--- src/rtl/issue_pkg.sv ---
// Shared types and constants for the dual-slot ID-stage issue controller.
package issue_pkg;

  typedef enum logic [1:0] {
    RUN     = 2'd0,
    LU_WAIT = 2'd1,
    SPLIT   = 2'd2
  } issue_state_e;

  localparam logic [4:0] REG_X0 = 5'd0;

endpackage

--- src/rtl/dual_issue_ctrl_sat_counter.sv ---
// Saturating event counter: increments on inc_i, holds at all-ones, cleared by rst.
module sat_counter #(
  parameter int unsigned W = 32
) (
  input  logic         clk,
  input  logic         rst,
  input  logic         inc_i,
  output logic [W-1:0] cnt_o
);

  logic [W-1:0] cnt_q;

  always_ff @(posedge clk) begin
    if (rst) begin
      cnt_q <= '0;
    end else if (inc_i && (cnt_q != '1)) begin
      cnt_q <= cnt_q + W'(1);
    end
  end

  assign cnt_o = cnt_q;

endmodule

--- src/rtl/dual_issue_ctrl.sv ---
// ID-stage issue controller: issues the decoded pair together, splits on intra-pair
// dependences, and inserts load-use bubbles; outputs are combinational from state + inputs.
module dual_issue_ctrl
  import issue_pkg::*;
#(
  parameter int unsigned LU_BUBBLES = 1,
  parameter int unsigned CNT_W      = 32
) (
  input  logic             clk,
  input  logic             rst,
  input  logic             flush,
  input  logic             ex_hold,
  input  logic             id_valid,
  output logic             id_ready,
  input  logic [4:0]       s0_rd,
  input  logic             s0_rd_we,
  input  logic             s0_haz_rs1,
  input  logic             s0_haz_rs2,
  input  logic             s0_ld_rs1,
  input  logic             s0_ld_rs2,
  input  logic             s1_valid,
  input  logic [4:0]       s1_rs1,
  input  logic [4:0]       s1_rs2,
  input  logic             s1_use_rs1,
  input  logic             s1_use_rs2,
  input  logic             s1_haz_rs1,
  input  logic             s1_haz_rs2,
  input  logic             s1_ld_rs1,
  input  logic             s1_ld_rs2,
  output logic             issue0,
  output logic             issue1,
  output logic [1:0]       fwd0,
  output logic [1:0]       fwd1,
  output logic [CNT_W-1:0] lu_stall_cnt,
  output logic [CNT_W-1:0] split_cnt,
  output logic [1:0]       state_o
);

  localparam int unsigned BUB_W = 3;
  localparam logic [BUB_W-1:0] BUB_RELOAD = BUB_W'(LU_BUBBLES - 1);

  issue_state_e     state_q, state_d;
  logic [BUB_W-1:0] bub_q, bub_d;
  logic             ret_split_q, ret_split_d;
  logic             lu0, lu1, dep;
  logic             inc_lu, inc_split;

  assign lu0 = (s0_haz_rs1 & s0_ld_rs1) | (s0_haz_rs2 & s0_ld_rs2);
  assign lu1 = (s1_haz_rs1 & s1_ld_rs1) | (s1_haz_rs2 & s1_ld_rs2);
  assign dep = s1_valid & s0_rd_we & (s0_rd != REG_X0) &
               ((s1_use_rs1 & (s1_rs1 == s0_rd)) | (s1_use_rs2 & (s1_rs2 == s0_rd)));

  always_ff @(posedge clk) begin
    if (rst) begin
      state_q     <= RUN;
      bub_q       <= '0;
      ret_split_q <= 1'b0;
    end else begin
      state_q     <= state_d;
      bub_q       <= bub_d;
      ret_split_q <= ret_split_d;
    end
  end

  // Issue decision and next state; priority rst > flush > ex_hold > FSM.
  always_comb begin
    issue0      = 1'b0;
    issue1      = 1'b0;
    id_ready    = 1'b0;
    inc_lu      = 1'b0;
    inc_split   = 1'b0;
    state_d     = state_q;
    bub_d       = bub_q;
    ret_split_d = ret_split_q;
    if (rst) begin
      state_d = RUN;
    end else if (flush) begin
      id_ready = 1'b1;
      state_d  = RUN;
      bub_d    = '0;
    end else if (!ex_hold) begin
      unique case (state_q)
        RUN: begin
          if (!id_valid) begin
            id_ready = 1'b1;
          end else if (lu0) begin
            inc_lu = 1'b1;
            bub_d  = BUB_RELOAD;
            if (BUB_RELOAD != '0) begin
              state_d     = LU_WAIT;
              ret_split_d = 1'b0;
            end
          end else if (s1_valid && (dep || lu1)) begin
            issue0    = 1'b1;
            inc_split = 1'b1;
            state_d   = SPLIT;
          end else begin
            issue0   = 1'b1;
            issue1   = s1_valid;
            id_ready = 1'b1;
          end
        end
        LU_WAIT: begin
          inc_lu = 1'b1;
          bub_d  = bub_q - BUB_W'(1);
          if (bub_q == BUB_W'(1)) begin
            state_d = ret_split_q ? SPLIT : RUN;
          end
        end
        SPLIT: begin
          if (lu1) begin
            inc_lu = 1'b1;
            bub_d  = BUB_RELOAD;
            if (BUB_RELOAD != '0) begin
              state_d     = LU_WAIT;
              ret_split_d = 1'b1;
            end
          end else begin
            issue1   = 1'b1;
            id_ready = 1'b1;
            state_d  = RUN;
          end
        end
        default: state_d = RUN;
      endcase
    end
  end

  assign fwd0 = {s0_haz_rs2 & ~s0_ld_rs2, s0_haz_rs1 & ~s0_ld_rs1} & {2{issue0}};
  assign fwd1 = {s1_haz_rs2 & ~s1_ld_rs2, s1_haz_rs1 & ~s1_ld_rs1} & {2{issue1}};
  assign state_o = state_q;

  sat_counter #(.W(CNT_W)) u_lu_cnt (
    .clk   (clk),
    .rst   (rst),
    .inc_i (inc_lu),
    .cnt_o (lu_stall_cnt)
  );

  sat_counter #(.W(CNT_W)) u_split_cnt (
    .clk   (clk),
    .rst   (rst),
    .inc_i (inc_split),
    .cnt_o (split_cnt)
  );

endmodule
--- config.mk ---
export PLATFORM = sky130hd
export DESIGN_NAME = dual_issue_ctrl
export DESIGN_NICKNAME = d
export VERILOG_FILES = /design/src/rtl/issue_pkg.sv /design/src/rtl/dual_issue_ctrl_sat_counter.sv /design/src/rtl/dual_issue_ctrl.sv
export SDC_FILE = /design/constraint.sdc
export NUM_CORES = 1
export LEC_CHECK = 0
export ABC_AREA = 0
export ABC_CLOCK_PERIOD_IN_PS = 4350
export CORE_AREA = 2 2 95 97
export CTS_CLUSTER_SIZE = 14
export DETAILED_ROUTE_END_ITERATION = 10
export DIE_AREA = 0 0 97 99
export PLACE_DENSITY_LB_ADDON = 0.3
export REMOVE_ABC_BUFFERS = 1
export SYNTH_ARGS = -nofsm -noshare
export SYNTH_HDL_FRONTEND = slang
export SYNTH_HIERARCHICAL = 1
export SYNTH_SLANG_ARGS = --single-unit
--- constraint.sdc ---
create_clock -name clk -period 4.35 [get_ports clk]
set_input_delay 1.0875 -clock clk [delete_from_list [all_inputs] [get_ports clk]]
set_output_delay 1.0875 -clock clk [all_outputs]
set_load 0.01 [all_outputs]
==> results.md, run 1 <==
* Crit path kind: in -> out
* Kind of path behind the tightest hold check: reg -> reg
* ANT cells at 0
* CP max stage delay at 610 ps
* Effective utilization at floorplan at 0.4377
* Die Height at 99 um
* Highest ir drop seen on vdd at 0.1718 mV
* Dominant synthesized flop cell: sky130_fd_sc_hd__dfxtp_1
* Root cell of the clock tree: sky130_fd_sc_hd__clkbuf_8
* Number of remaining DRC errors at 0
* Crit path DAT at 3190 ps
* Fmax at 233.8 MHz
* Yosys warnings at 6
* Per-cell routed wire length at 15.46 um
* Max-cap violations at 0
* Reg2Reg Setup Slack at 1720 ps
* Total congestion overflow at 0
* Final setup violating endpoints at 0
* Cell types with the largest area share after synthesis: sky130_fd_sc_hd__dfxtp_1 (35%), sky130_fd_sc_hd__a21oi_1 (5.9%), sky130_fd_sc_hd__or3_1 (4.7%)
* Fin crit period at 4277 ps
* Most frequently used cell type in the post-synthesis netlist: sky130_fd_sc_hd__dfxtp_1
* Placement Rows at 34
* TritonCTS clock tree: yes
* P&R area growth vs syn at 35.41%
* Netlist Area Pre-Place at 3742 um2
* I/O pin total at 105
* Clock buffer count from CTS at 9
* Switching part of the total at 0.2248
* Leakage power at 1.549 nW
* Number of flops mapped to enable cells by yosys at 0
* Dominant cell type by count on the critical path: sky130_fd_sc_hd__clkdlybuf4s50_1
* Largest fanout on the critical path at 5
* Via count of the first global-routing pass at 3,692
* Cell with the biggest individual delay on the critical path: sky130_fd_sc_hd__or4_1
* Initial antenna violation count at 1
* Fraction of layout cells with a size suffix above 1 at 0.08453
* Number of flip-flops and latches in the synthesized netlist at 65
* Number of vias after detailed routing at 3,925
* Share of the clock period used by the worst path at 0.9833
* Maximum number of pins on one net before global-route repair at 69
* Internal power of the cells at 919.0 uW
* Logic depth of the worst register-to-register path at 6
* Layout Skew at 9.449 ps
* Area of the die at 9603 um2
* H-tree depth reported by CTS at 3
* Port buffer count at 103
* Routability congestion estimate at 0.7937
* NumNets Final at 585
* Critical Path End Type: primary output
* Core region area at 8551 um2
* Die width at 97 um
* Number of hold-repair buffers added at the cts stage at 0
* Total wire length at 10,260 um
* Count of endpoints failing hold in the final timing report at 0
* Run status: finished, final reports clean
* Cells along the critical path: clkdlybuf4s50_1 -> or4_1 -> o211ai_4 -> nor3b_1 -> a22oi_2 -> clkdlybuf4s50_1
* Required time at the endpoint of the critical path at 3260 ps
* FFs w/ async S/R, synth at 0
* Fraction of the yosys area taken by sequential cells at 0.3477
* DPL Wire Length at 7367 um
* Distinct cells, synth at 63
* Number of clock sinks at 65
* All-layer global routing usage at 0.2141
* Number of antenna-violating nets in the routed design at 0
* Clock network fraction of total power at 0.427
* 1st-pass router iterations at 4
* Worst hold path cell count at 2
* Number of placed instances with taps included at 648
* Count of non-filler cells in the finished layout at 664
* Clock latency reported for the late side of the worst-skew pair at 340 ps
* Fin. max-slew vios at 0
* Buffer and inverter count on the worst path at 2
* Kind of start point of the critical path: input pin
* Syn avg cell area at 8.335 um2
* Fraction of power consumed by combinational cells at 0.071
* Number of DRC markers after the initial detailed-route iteration at 106
* Cell types with the highest counts after synthesis: sky130_fd_sc_hd__dfxtp_1 (65), sky130_fd_sc_hd__a21oi_1 (44), sky130_fd_sc_hd__nand3_1 (31)
* Cell type group with the largest total delay on the critical path: buffers and inverters
* Slew HR at 0.5119
* Power per cell area at 233.9 nW/um2
* Levels on crit path at 6
* Clk pin slew, worst setup/hold paths at 70 ps
* Part of the total power dissipated in sequential elements at 0.503
* Clk buf depth at 2
* Slew at the pin closest to its max-slew limit at 732.2 ps
* Largest area contributor in the synthesized netlist: sky130_fd_sc_hd__dfxtp_1
* Area share of the leading cell type in the synthesized netlist at 0.3477
* Total Power at 1.185 mW
* Drt via density at 5.911
* Wire length of the first global-routing pass at 17,210 um
* Cell count after synthesis at 449
* P_sw at 266.4 uW
-- tightest hold or removal path: stages (launching register included) --
cell and delay (ps):
sky130_fd_sc_hd__dfxtp_1 340, sky130_fd_sc_hd__o31ai_1 70, sky130_fd_sc_hd__a21oi_1 60
-- metal layers --
layer,GRT usage,wire (um),vias to the layer above
li1,-,-,1928
met1,0.2614,4419,1871
met2,0.3627,5121,108
met3,0.05816,502,16
met4,0.07909,209,2
met5,0,11,-
-- path summary, 6_finish.rpt --
kind,from,endpoint
max,s0_rd[1],id_ready
min,u_lu_cnt/cnt_o[23],u_lu_cnt/cnt_o[23]
max reg2reg,u_lu_cnt/cnt_o[16],u_lu_cnt/cnt_o[21]
min reg2reg,u_lu_cnt/cnt_o[23],u_lu_cnt/cnt_o[23]
-- stage by stage --
step	setup WS, ps	TNS (ps)	utilization	hold WS [ps]	area, um2
floorplan	700.4	0	-	502.3	3640
global placement	147.0	0	0.5692	482.5	4867
detailed placement	63.13	0	0.5692	497.1	4867
CTS	59.99	0	0.5913	507.9	5056
global route	-5.827	-5.827	0.5926	540.0	5067
finish	72.61	0	0.5926	507.3	5067
-- sequential cells by signal, summed over array words and instances (netlist names) --
register,count
u_lu_cnt/cnt_o,32
u_split_cnt/cnt_o,32
state_o,1
-- area by class of cell --
type	count	area (um2)
repair buffers	111	1089
multi-input cells	358	2331
flip-flops and latches	65	1301
clock inverters	3	40.04
inverters	6	22.52
well taps	108	135.1
fillers	787	3483
clock buffers	13	148.9
-- cell usage in the layout, fill, tap and decap left out, types with 11 or more instances in the layout --
master	Yosys	routed
sky130_fd_sc_hd__clkdlybuf4s50_1	0	101
sky130_fd_sc_hd__dfxtp_1	65	65
sky130_fd_sc_hd__a21oi_1	44	44
sky130_fd_sc_hd__nand3_1	31	31
sky130_fd_sc_hd__nor2_1	29	29
sky130_fd_sc_hd__or3_1	28	28
sky130_fd_sc_hd__nand2_1	24	24
sky130_fd_sc_hd__o21ai_0	20	20
sky130_fd_sc_hd__nand4_1	18	18
sky130_fd_sc_hd__xnor2_1	17	17
sky130_fd_sc_hd__or4_1	16	16
sky130_fd_sc_hd__o31ai_1	15	15
sky130_fd_sc_hd__o21ai_1	11	11
-- what timing repair did --
item / CTS / global route
gates resized for setup: 0 / 2
endpoints found under the setup margin: 0 / 2
buffers inserted: 0 / 0
-- power groups by stage --
| stage | combinational (mW) | sequential [mW] | clock [mW] |
|---|---|---|---|
| after floorplan | 0.0299 | 0.610 | 0 |
| after global placement | 0.0806 | 0.609 | 0 |
| after detailed placement | 0.0825 | 0.609 | 0 |
| after CTS | 0.0828 | 0.596 | 0.519 |
| after global routing | 0.0910 | 0.595 | 0.545 |
| final | 0.0838 | 0.596 | 0.506 |
-- cells by family (layout without fill, tap and decap cells) --
kind of cell,Yosys count,in the layout,share of synthesized area
AOI/OAI and AO/OA,120,120,0.2120
xor gates and xnor gates,25,25,0.05851
other,1,1,0.001002
DFF,65,65,0.3477
muxes,5,5,0.01438
and+or+nand+nor,205,205,0.3263
adders and majority gates,2,2,0.006686
buffers and inverters,26,133,0.03343
Power figures use the tool's default switching activity.
==> inputs of run 2 (changes only) <==
--- a/constraint.sdc
+++ b/constraint.sdc
@@ -3,2 +3,2 @@
 set_output_delay 1.0875 -clock clk [all_outputs]
-set_load 0.01 [all_outputs]
+set_load 0.02 [all_outputs]
==> run 2 against run 1 <==
- register-to-register slack barely moved
- final area fell by 0.20%
- final cell count rose by 0.30%
- sequential cell count did not move
- non-clock buffer count rose by 3
- critical path type unchanged
- largest power group unchanged
==> results.md, run 2 (synthesized netlist as in run 1, its figures left out) <==
* Run status: finished, final reports clean
* Internal power of the cells at 858.4 uW (-6.6%)
* Reg2Reg Setup Slack at 1720 ps (about the same)
* P_sw at 263.0 uW (-1.3%)
* H-tree depth reported by CTS at 3 (unchanged)
* Wire length of the first global-routing pass at 16,980 um (-1.3%)
* Clock network fraction of total power at 0.392 (-0.035)
* Per-cell routed wire length at 15.19 um (-1.7%)
* Part of the total power dissipated in sequential elements at 0.531 (+0.028)
* Crit path DAT at 3170 ps (-20 ps)
* DPL Wire Length at 7430 um (+0.86%)
* Leading cell type in the layout, fill and taps excluded: sky130_fd_sc_hd__clkdlybuf4s50_1
* Slew HR at 0.5109 (-0.001000)
* Dpl ws at 89.82 ps (+26.69 ps)
* Fin. max-slew vios at 0 (unchanged)
* Total wire length at 10,110 um (-1.5%)
* TritonCTS clock tree: yes
* Highest ir drop seen on vdd at 0.1613 mV (-6.1%)
* Die width at 97 um (unchanged)
* Drt via density at 5.884 (-0.45%)
* Slew at the pin closest to its max-slew limit at 733.7 ps (+1.500 ps)
* Endpoint of the most critical register-to-register path: u_lu_cnt/cnt_o[21]
* Max-cap violations at 0 (unchanged)
* Largest fanout on the critical path at 4 (-1)
* Fmax at 234.9 MHz (+0.49%)
* Clock buffer count from CTS at 9 (unchanged)
* Commonest cells after routing, fill and taps aside: sky130_fd_sc_hd__clkdlybuf4s50_1 (100), sky130_fd_sc_hd__dfxtp_1 (65), sky130_fd_sc_hd__a21oi_1 (44), sky130_fd_sc_hd__nand3_1 (31), sky130_fd_sc_hd__nor2_1 (29)
* Area of the die at 9603 um2 (unchanged)
* Count of endpoints failing hold in the final timing report at 0 (unchanged)
* Placement Rows at 34 (unchanged)
* Kind of path behind the tightest hold check: reg -> reg
* Worst hold path cell count at 2 (unchanged)
* Fraction of layout cells with a size suffix above 1 at 0.08961 (+0.005073)
* I/O pin total at 105 (unchanged)
* P&R area growth vs syn at 35.14%
* Worst Hold End: u_lu_cnt/cnt_o[15]
* Cell area after placement at 4890 um2 (+0.46%)
* Critical Path End Type: primary output
* Cell area after layout at 5057 um2 (-0.20%)
* Number of clock sinks at 65 (unchanged)
* Power per cell area at 221.8 nW/um2 (-5.2%)
* Clk buf depth at 2 (unchanged)
* Switching part of the total at 0.2346 (+0.009800)
* Total congestion overflow at 0 (unchanged)
* Layout filler cell count at 772 (-1.9%)
* Fin crit period at 4257 ps (-20.72 ps)
* Leakage power at 1.557 nW (+0.52%)
* Number of antenna-violating nets in the routed design at 0 (unchanged)
* Number of DRC markers after the initial detailed-route iteration at 102 (-3.8%)
* Launch instance of the worst min-delay path: u_lu_cnt/cnt_o[15]
* Core region area at 8551 um2 (unchanged)
* Unrepaired setup endpoints after global routing: no
* Die Height at 99 um (unchanged)
* Worst Hold Margin at 497.7 ps (-9.569 ps)
* Clock latency reported for the late side of the worst-skew pair at 340 ps (about the same)
* Kind of start point of the critical path: input pin
* Required time at the endpoint of the critical path at 3260 ps (about the same)
* NumNets Final at 588 (+0.51%)
* Logic depth of the worst register-to-register path at 6 (unchanged)
* Initial antenna violation count at 0 (-1)
* Root cell of the clock tree: sky130_fd_sc_hd__clkbuf_8
* Routability congestion estimate at 0.8055 (+1.5%)
* Number of remaining DRC errors at 0 (unchanged)
* Via count of the first global-routing pass at 3,703 (+0.30%)
* Fraction of power consumed by combinational cells at 0.077 (+0.006)
* Final setup slack of the worst path at 93.33 ps (+20.72 ps)
* All-layer global routing usage at 0.2102 (-0.003845)
* 1st-pass router iterations at 4 (unchanged)
* Reg-to-Reg Start: u_lu_cnt/cnt_o[16]
* Crit path kind: in -> out
* Number of vias after detailed routing at 3,919 (-0.15%)
* Setup TNS at 0 ps (unchanged)
* Clk pin slew, worst setup/hold paths at 70 ps (about the same)
* Effective utilization at floorplan at 0.4377 (unchanged)
* ANT cells at 0 (unchanged)
* Share of the clock period used by the worst path at 0.9785 (-0.004763)
* Maximum number of pins on one net before global-route repair at 39 (-43%)
* Port buffer count at 103 (unchanged)
* Util after Layout at 0.5915 (-0.001171)
* Final setup violating endpoints at 0 (unchanged)
* Layout Skew at 10.19 ps (+0.7412 ps)
## run 2: how the worst max path moves through the flow
stage                                 end  startpoint  slack, ps
detailed placement               id_ready    s0_rd[3]         90
CTS                              id_ready    s0_rd[3]         80
finish                            fwd1[1]     ex_hold         90
global route                      fwd1[1]    s0_rd[1]         30
floorplan           u_split_cnt/cnt_o[30]     ex_hold        620
global placement                  fwd1[0]    s0_rd[3]        130
## run 2: critical path: stages
cell,delay [ps]
sky130_fd_sc_hd__clkdlybuf4s50_1,470
sky130_fd_sc_hd__or3_4,460
sky130_fd_sc_hd__nor3_1,340
sky130_fd_sc_hd__a32oi_1,110
sky130_fd_sc_hd__o21ai_1,90
sky130_fd_sc_hd__clkdlybuf4s50_1,610
## run 2: cell type report
| class | instances | area, um2 | share of cell area |
|---|---|---|---|
| multi-input cells | 358 | 2322 | 0.4592 |
| clock buffers | 12 | 145.1 | 0.02870 |
| well taps | 108 | 135.1 | 0.02672 |
| clock inverters | 3 | 17.52 | 0.003464 |
| inverters | 6 | 22.52 | 0.004453 |
| flip-flops and latches | 65 | 1301 | 0.2573 |
| repair buffers | 114 | 1114 | 0.2202 |
## run 2: power groups by stage
stage / registers [mW] / clock network [mW] / logic [mW]
global route: 0.595 / 0.476 / 0.0932
floorplan: 0.610 / 0 / 0.0313
detailed placement: 0.609 / 0 / 0.0868
finish: 0.596 / 0.439 / 0.0865
CTS: 0.596 / 0.455 / 0.0870
global placement: 0.609 / 0 / 0.0844
## run 2: what timing repair did
item	in CTS	in global routing
setup buffers	0	0
hold buffers	0	0
gates resized for setup	0	2
setup endpoints to repair	0	2
## run 2: routing by layer
metal  vias up  share of wire  global-route usage
met5         -              0                   0
met4         0          0.020             0.07476
met3        18          0.050             0.05106
met2       129           0.50              0.3697
met1      1838           0.43              0.2504
li1       1934              -                   -
## run 2: metrics by stage
stage	instances	total power, mW
floorplan	429	0.6411
global placement	651	0.6938
detailed placement	651	0.6962
CTS	666	1.138
global route	666	1.165
finish	666	1.121
==> inputs of run 3 (changes only) <==
Settings changed: ABC_AREA 0 to 1, CORE_AREA 2 2 95 97 to 2 2 104 106, DIE_AREA 0 0 97 99 to 0 0 106 108.
==> run 3 against run 2 <==
- via count increased by 30%
- critical path type unchanged
- critical endpoint unchanged
- setup slack improved by 130 ps
- highest routed layer unchanged
- clock skew increased by 4.9 ps
- final area increased by 14%
==> results.md, run 3 <==
* Crit path kind: in -> out
* Area of all sequential standard cells at 1301 um2 (unchanged)
* Kind of path behind the tightest hold check: reg -> reg
* I/O pin total at 105 (unchanged)
* Setup TNS at 0 ps (unchanged)
* Clk pin slew, worst setup/hold paths at 60 ps (about the same)
* Distinct cells, synth at 35 (-44%)
* Critical Path End Type: primary output
* Required time at the endpoint of the critical path at 3260 ps (about the same)
* Number of hold-repair buffers added at the cts stage at 0 (unchanged)
* Total wire length at 12,360 um (+22%)
* Cell types with the highest counts after synthesis: sky130_fd_sc_hd__nand2_1 (211), sky130_fd_sc_hd__nor2_1 (155), sky130_fd_sc_hd__inv_1 (81)
* Die Height at 108 um (+9.1%)
* Placement Rows at 37 (+8.8%)
* Port buffer count at 103 (unchanged)
* Cell types with the largest area share after synthesis: sky130_fd_sc_hd__dfxtp_1 (29%), sky130_fd_sc_hd__nand2_1 (18%), sky130_fd_sc_hd__nor2_1 (13%)
* Final setup slack of the worst path at 226.6 ps (+133.3 ps)
* Drt via density at 5.156 (-12%)
* Fraction of power consumed by combinational cells at 0.084 (+0.007)
* Fin crit period at 4123 ps (-133.3 ps)
* Cell count after synthesis at 745 (+66%)
* Leading cell type in the layout, fill and taps excluded: sky130_fd_sc_hd__nand2_1
* P_sw at 291.1 uW (+11%)
* Syn avg cell area at 6.056 um2 (-27%)
* Fraction of the yosys area taken by sequential cells at 0.2884 (-0.05930)
* 1st-pass router iterations at 5 (+1)
* All-layer global routing usage at 0.2214 (+0.01118)
* Wire length of the first global-routing pass at 20,740 um (+22%)
* P&R area growth vs syn at 27.70%
* Power per cell area at 196.0 nW/um2 (-12%)
* Layout filler cell count at 1,017 (+32%)
* Fraction of layout cells with a size suffix above 1 at 0.09541 (+0.005801)
* Number of DRC markers after the initial detailed-route iteration at 182 (+78%)
* Maximum number of pins on one net before global-route repair at 42 (+7.7%)
* Area share of the leading cell type in the synthesized netlist at 0.2884 (-0.05930)
* Unrepaired setup endpoints after global routing: no
* Max-cap violations at 0 (unchanged)
* Share of the clock period used by the worst path at 0.9479 (-0.03063)
* Crit path DAT at 3040 ps (-130 ps)
* Switching part of the total at 0.2579 (+0.02331)
* Effective utilization at floorplan at 0.4410 (+0.003328)
* Fin. max-slew vios at 0 (unchanged)
* Number of flops mapped to enable cells by yosys at 0 (unchanged)
* Part of the total power dissipated in sequential elements at 0.528 (-0.003)
* Highest ir drop seen on vdd at 0.1395 mV (-14%)
* Number of cells upsized or downsized after cts at 0 (unchanged)
* Kind of start point of the critical path: input pin
* Die width at 106 um (+9.3%)
* DPL Wire Length at 9268 um (+25%)
* Total congestion overflow at 0 (unchanged)
* Area of the die at 11,450 um2 (+19%)
* Leakage power at 2.375 nW (+52%)
* Largest area contributor in the synthesized netlist: sky130_fd_sc_hd__dfxtp_1
* NumNets Final at 880 (+50%)
* Yosys warnings at 6 (unchanged)
* Total Power at 1.129 mW (+0.68%)
* Reg2Reg Setup Slack at 2130 ps (+410 ps)
* Core region area at 10,230 um2 (+20%)
* Clock latency reported for the late side of the worst-skew pair at 350 ps (about the same)
* Clock network fraction of total power at 0.389 (-0.003)
* Run status: finished, final reports clean
* Initial antenna violation count at 0 (unchanged)
* Via count of the first global-routing pass at 4,596 (+24%)
* Dpl ws at 243.6 ps (+153.8 ps)
* Number of clock sinks at 65 (unchanged)
* ANT cells at 0 (unchanged)
* Clock buffer count from CTS at 9 (unchanged)
* Internal power of the cells at 837.9 uW (-2.4%)
* Count of endpoints failing hold in the final timing report at 0 (unchanged)
* Most frequently used cell type in the post-synthesis netlist: sky130_fd_sc_hd__nand2_1
* Util after Layout at 0.5632 (-0.02829)
* Per-cell routed wire length at 12.55 um (-17%)
* Commonest cells after routing, fill and taps aside: sky130_fd_sc_hd__nand2_1 (211), sky130_fd_sc_hd__nor2_1 (155), sky130_fd_sc_hd__clkdlybuf4s50_1 (103), sky130_fd_sc_hd__inv_1 (81), sky130_fd_sc_hd__dfxtp_1 (65)
* Fmax at 242.5 MHz (+3.2%)
* Root cell of the clock tree: sky130_fd_sc_hd__clkbuf_8
* Final setup violating endpoints at 0 (unchanged)
* Combined area of the multi-input logic cells at 2753 um2 (+19%)
* Dominant synthesized flop cell: sky130_fd_sc_hd__dfxtp_1
* Number of antenna-violating nets in the routed design at 0 (unchanged)
* Largest fanout on the critical path at 3 (-1)
* Number of flip-flops and latches in the synthesized netlist at 65 (unchanged)
* TritonCTS clock tree: yes
* Number of setup buffers added after CTS at 0 (unchanged)
* Slew at the pin closest to its max-slew limit at 807.5 ps (+73.78 ps)
* Routability congestion estimate at 0.8757 (+8.7%)
* H-tree depth reported by CTS at 3 (unchanged)
* Slew HR at 0.4584 (-0.05251)
* FFs w/ async S/R, synth at 0 (unchanged)
* Number of vias after detailed routing at 5,079 (+30%)
* Number of remaining DRC errors at 0 (unchanged)
* Layout Skew at 15.09 ps (+4.904 ps)
* Netlist Area Pre-Place at 4512 um2 (+21%)
* Clk buf depth at 2 (unchanged)
run 3: changes by cell type in the layout (fill, tap and decap cells not counted), sizes merged, moves of 9 or more:
cell	before	now
and3	9	0
xnor2	17	1
nor2	29	175
o31ai	16	0
or4	16	0
inv	6	87
nand2	24	228
o21ai	32	4
nand3	32	65
buf	12	3
nand4	19	28
or3	31	0
run 3: cells by family after synthesis:
group	after synthesis	synth area share
and+or+nand+nor	510	0.5233
xor gates and xnor gates	1	0.001942
AOI/OAI and AO/OA	61	0.07737
adders and majority gates	2	0.005545
DFF	65	0.2884
buffers and inverters	105	0.1026
other	1	0.0008311
run 3: path summary, 6_finish.rpt:
kind | startpoint | endpoint | cells past startpoint
max reg2reg | state_o[1] | u_split_cnt/cnt_o[23] | 12
min reg2reg | u_lu_cnt/cnt_o[1] | u_lu_cnt/cnt_o[1] | 2
max | s0_rd[3] | fwd1[1] | 13
min | u_lu_cnt/cnt_o[1] | u_lu_cnt/cnt_o[1] | 2
run 3: final cells by class:
type | instances | share of cell area
Inverter | 89 | 0.05798
Timing Repair Buffer | 106 | 0.1828
Multi-Input combinational cell | 575 | 0.4777
Sequential cell | 65 | 0.2258
Tap cell | 136 | 0.02953
Clock buffer | 10 | 0.02215
Clock inverter | 4 | 0.003909
run 3: layer usage:
metal	vias up	wire length, um	track usage
li1	2568	-	-
met1	2325	5384	0.2660
met2	160	6000	0.3889
met3	26	632	0.03617
met4	0	346	0.1024
met5	-	0	0
run 3: metrics by stage:
stage,cell area [um2],hold slack [ps],cells
global route,5762,536.3,985
CTS,5762,506.3,985
finish,5762,507.1,985
global placement,5612,484.8,971
floorplan,4383,560.6,729
detailed placement,5612,496.8,971
run 3: worst max-delay path, cell delays in order:
cell and delay [ps]:
sky130_fd_sc_hd__clkdlybuf4s50_1 460, sky130_fd_sc_hd__inv_1 120, sky130_fd_sc_hd__nand2_1 60, sky130_fd_sc_hd__nand2_1 70, sky130_fd_sc_hd__nor2_1 50, sky130_fd_sc_hd__nand3_1 70
sky130_fd_sc_hd__nand2_1 50, sky130_fd_sc_hd__nand2_1 80, sky130_fd_sc_hd__nand3_1 80, sky130_fd_sc_hd__nand2_1 60, sky130_fd_sc_hd__nand2_1 80, sky130_fd_sc_hd__nor2_1 130
sky130_fd_sc_hd__clkdlybuf4s50_1 620
run 3: power groups by stage:
| stage | combinational, mW | clock [mW] | sequential, mW |
|---|---|---|---|
| after floorplan | 0.0447 | 0 | 0.610 |
| after global placement | 0.0904 | 0 | 0.610 |
| after detailed placement | 0.0933 | 0 | 0.610 |
| after CTS | 0.0937 | 0.448 | 0.596 |
| after global routing | 0.104 | 0.480 | 0.596 |
| final | 0.0944 | 0.439 | 0.596 |
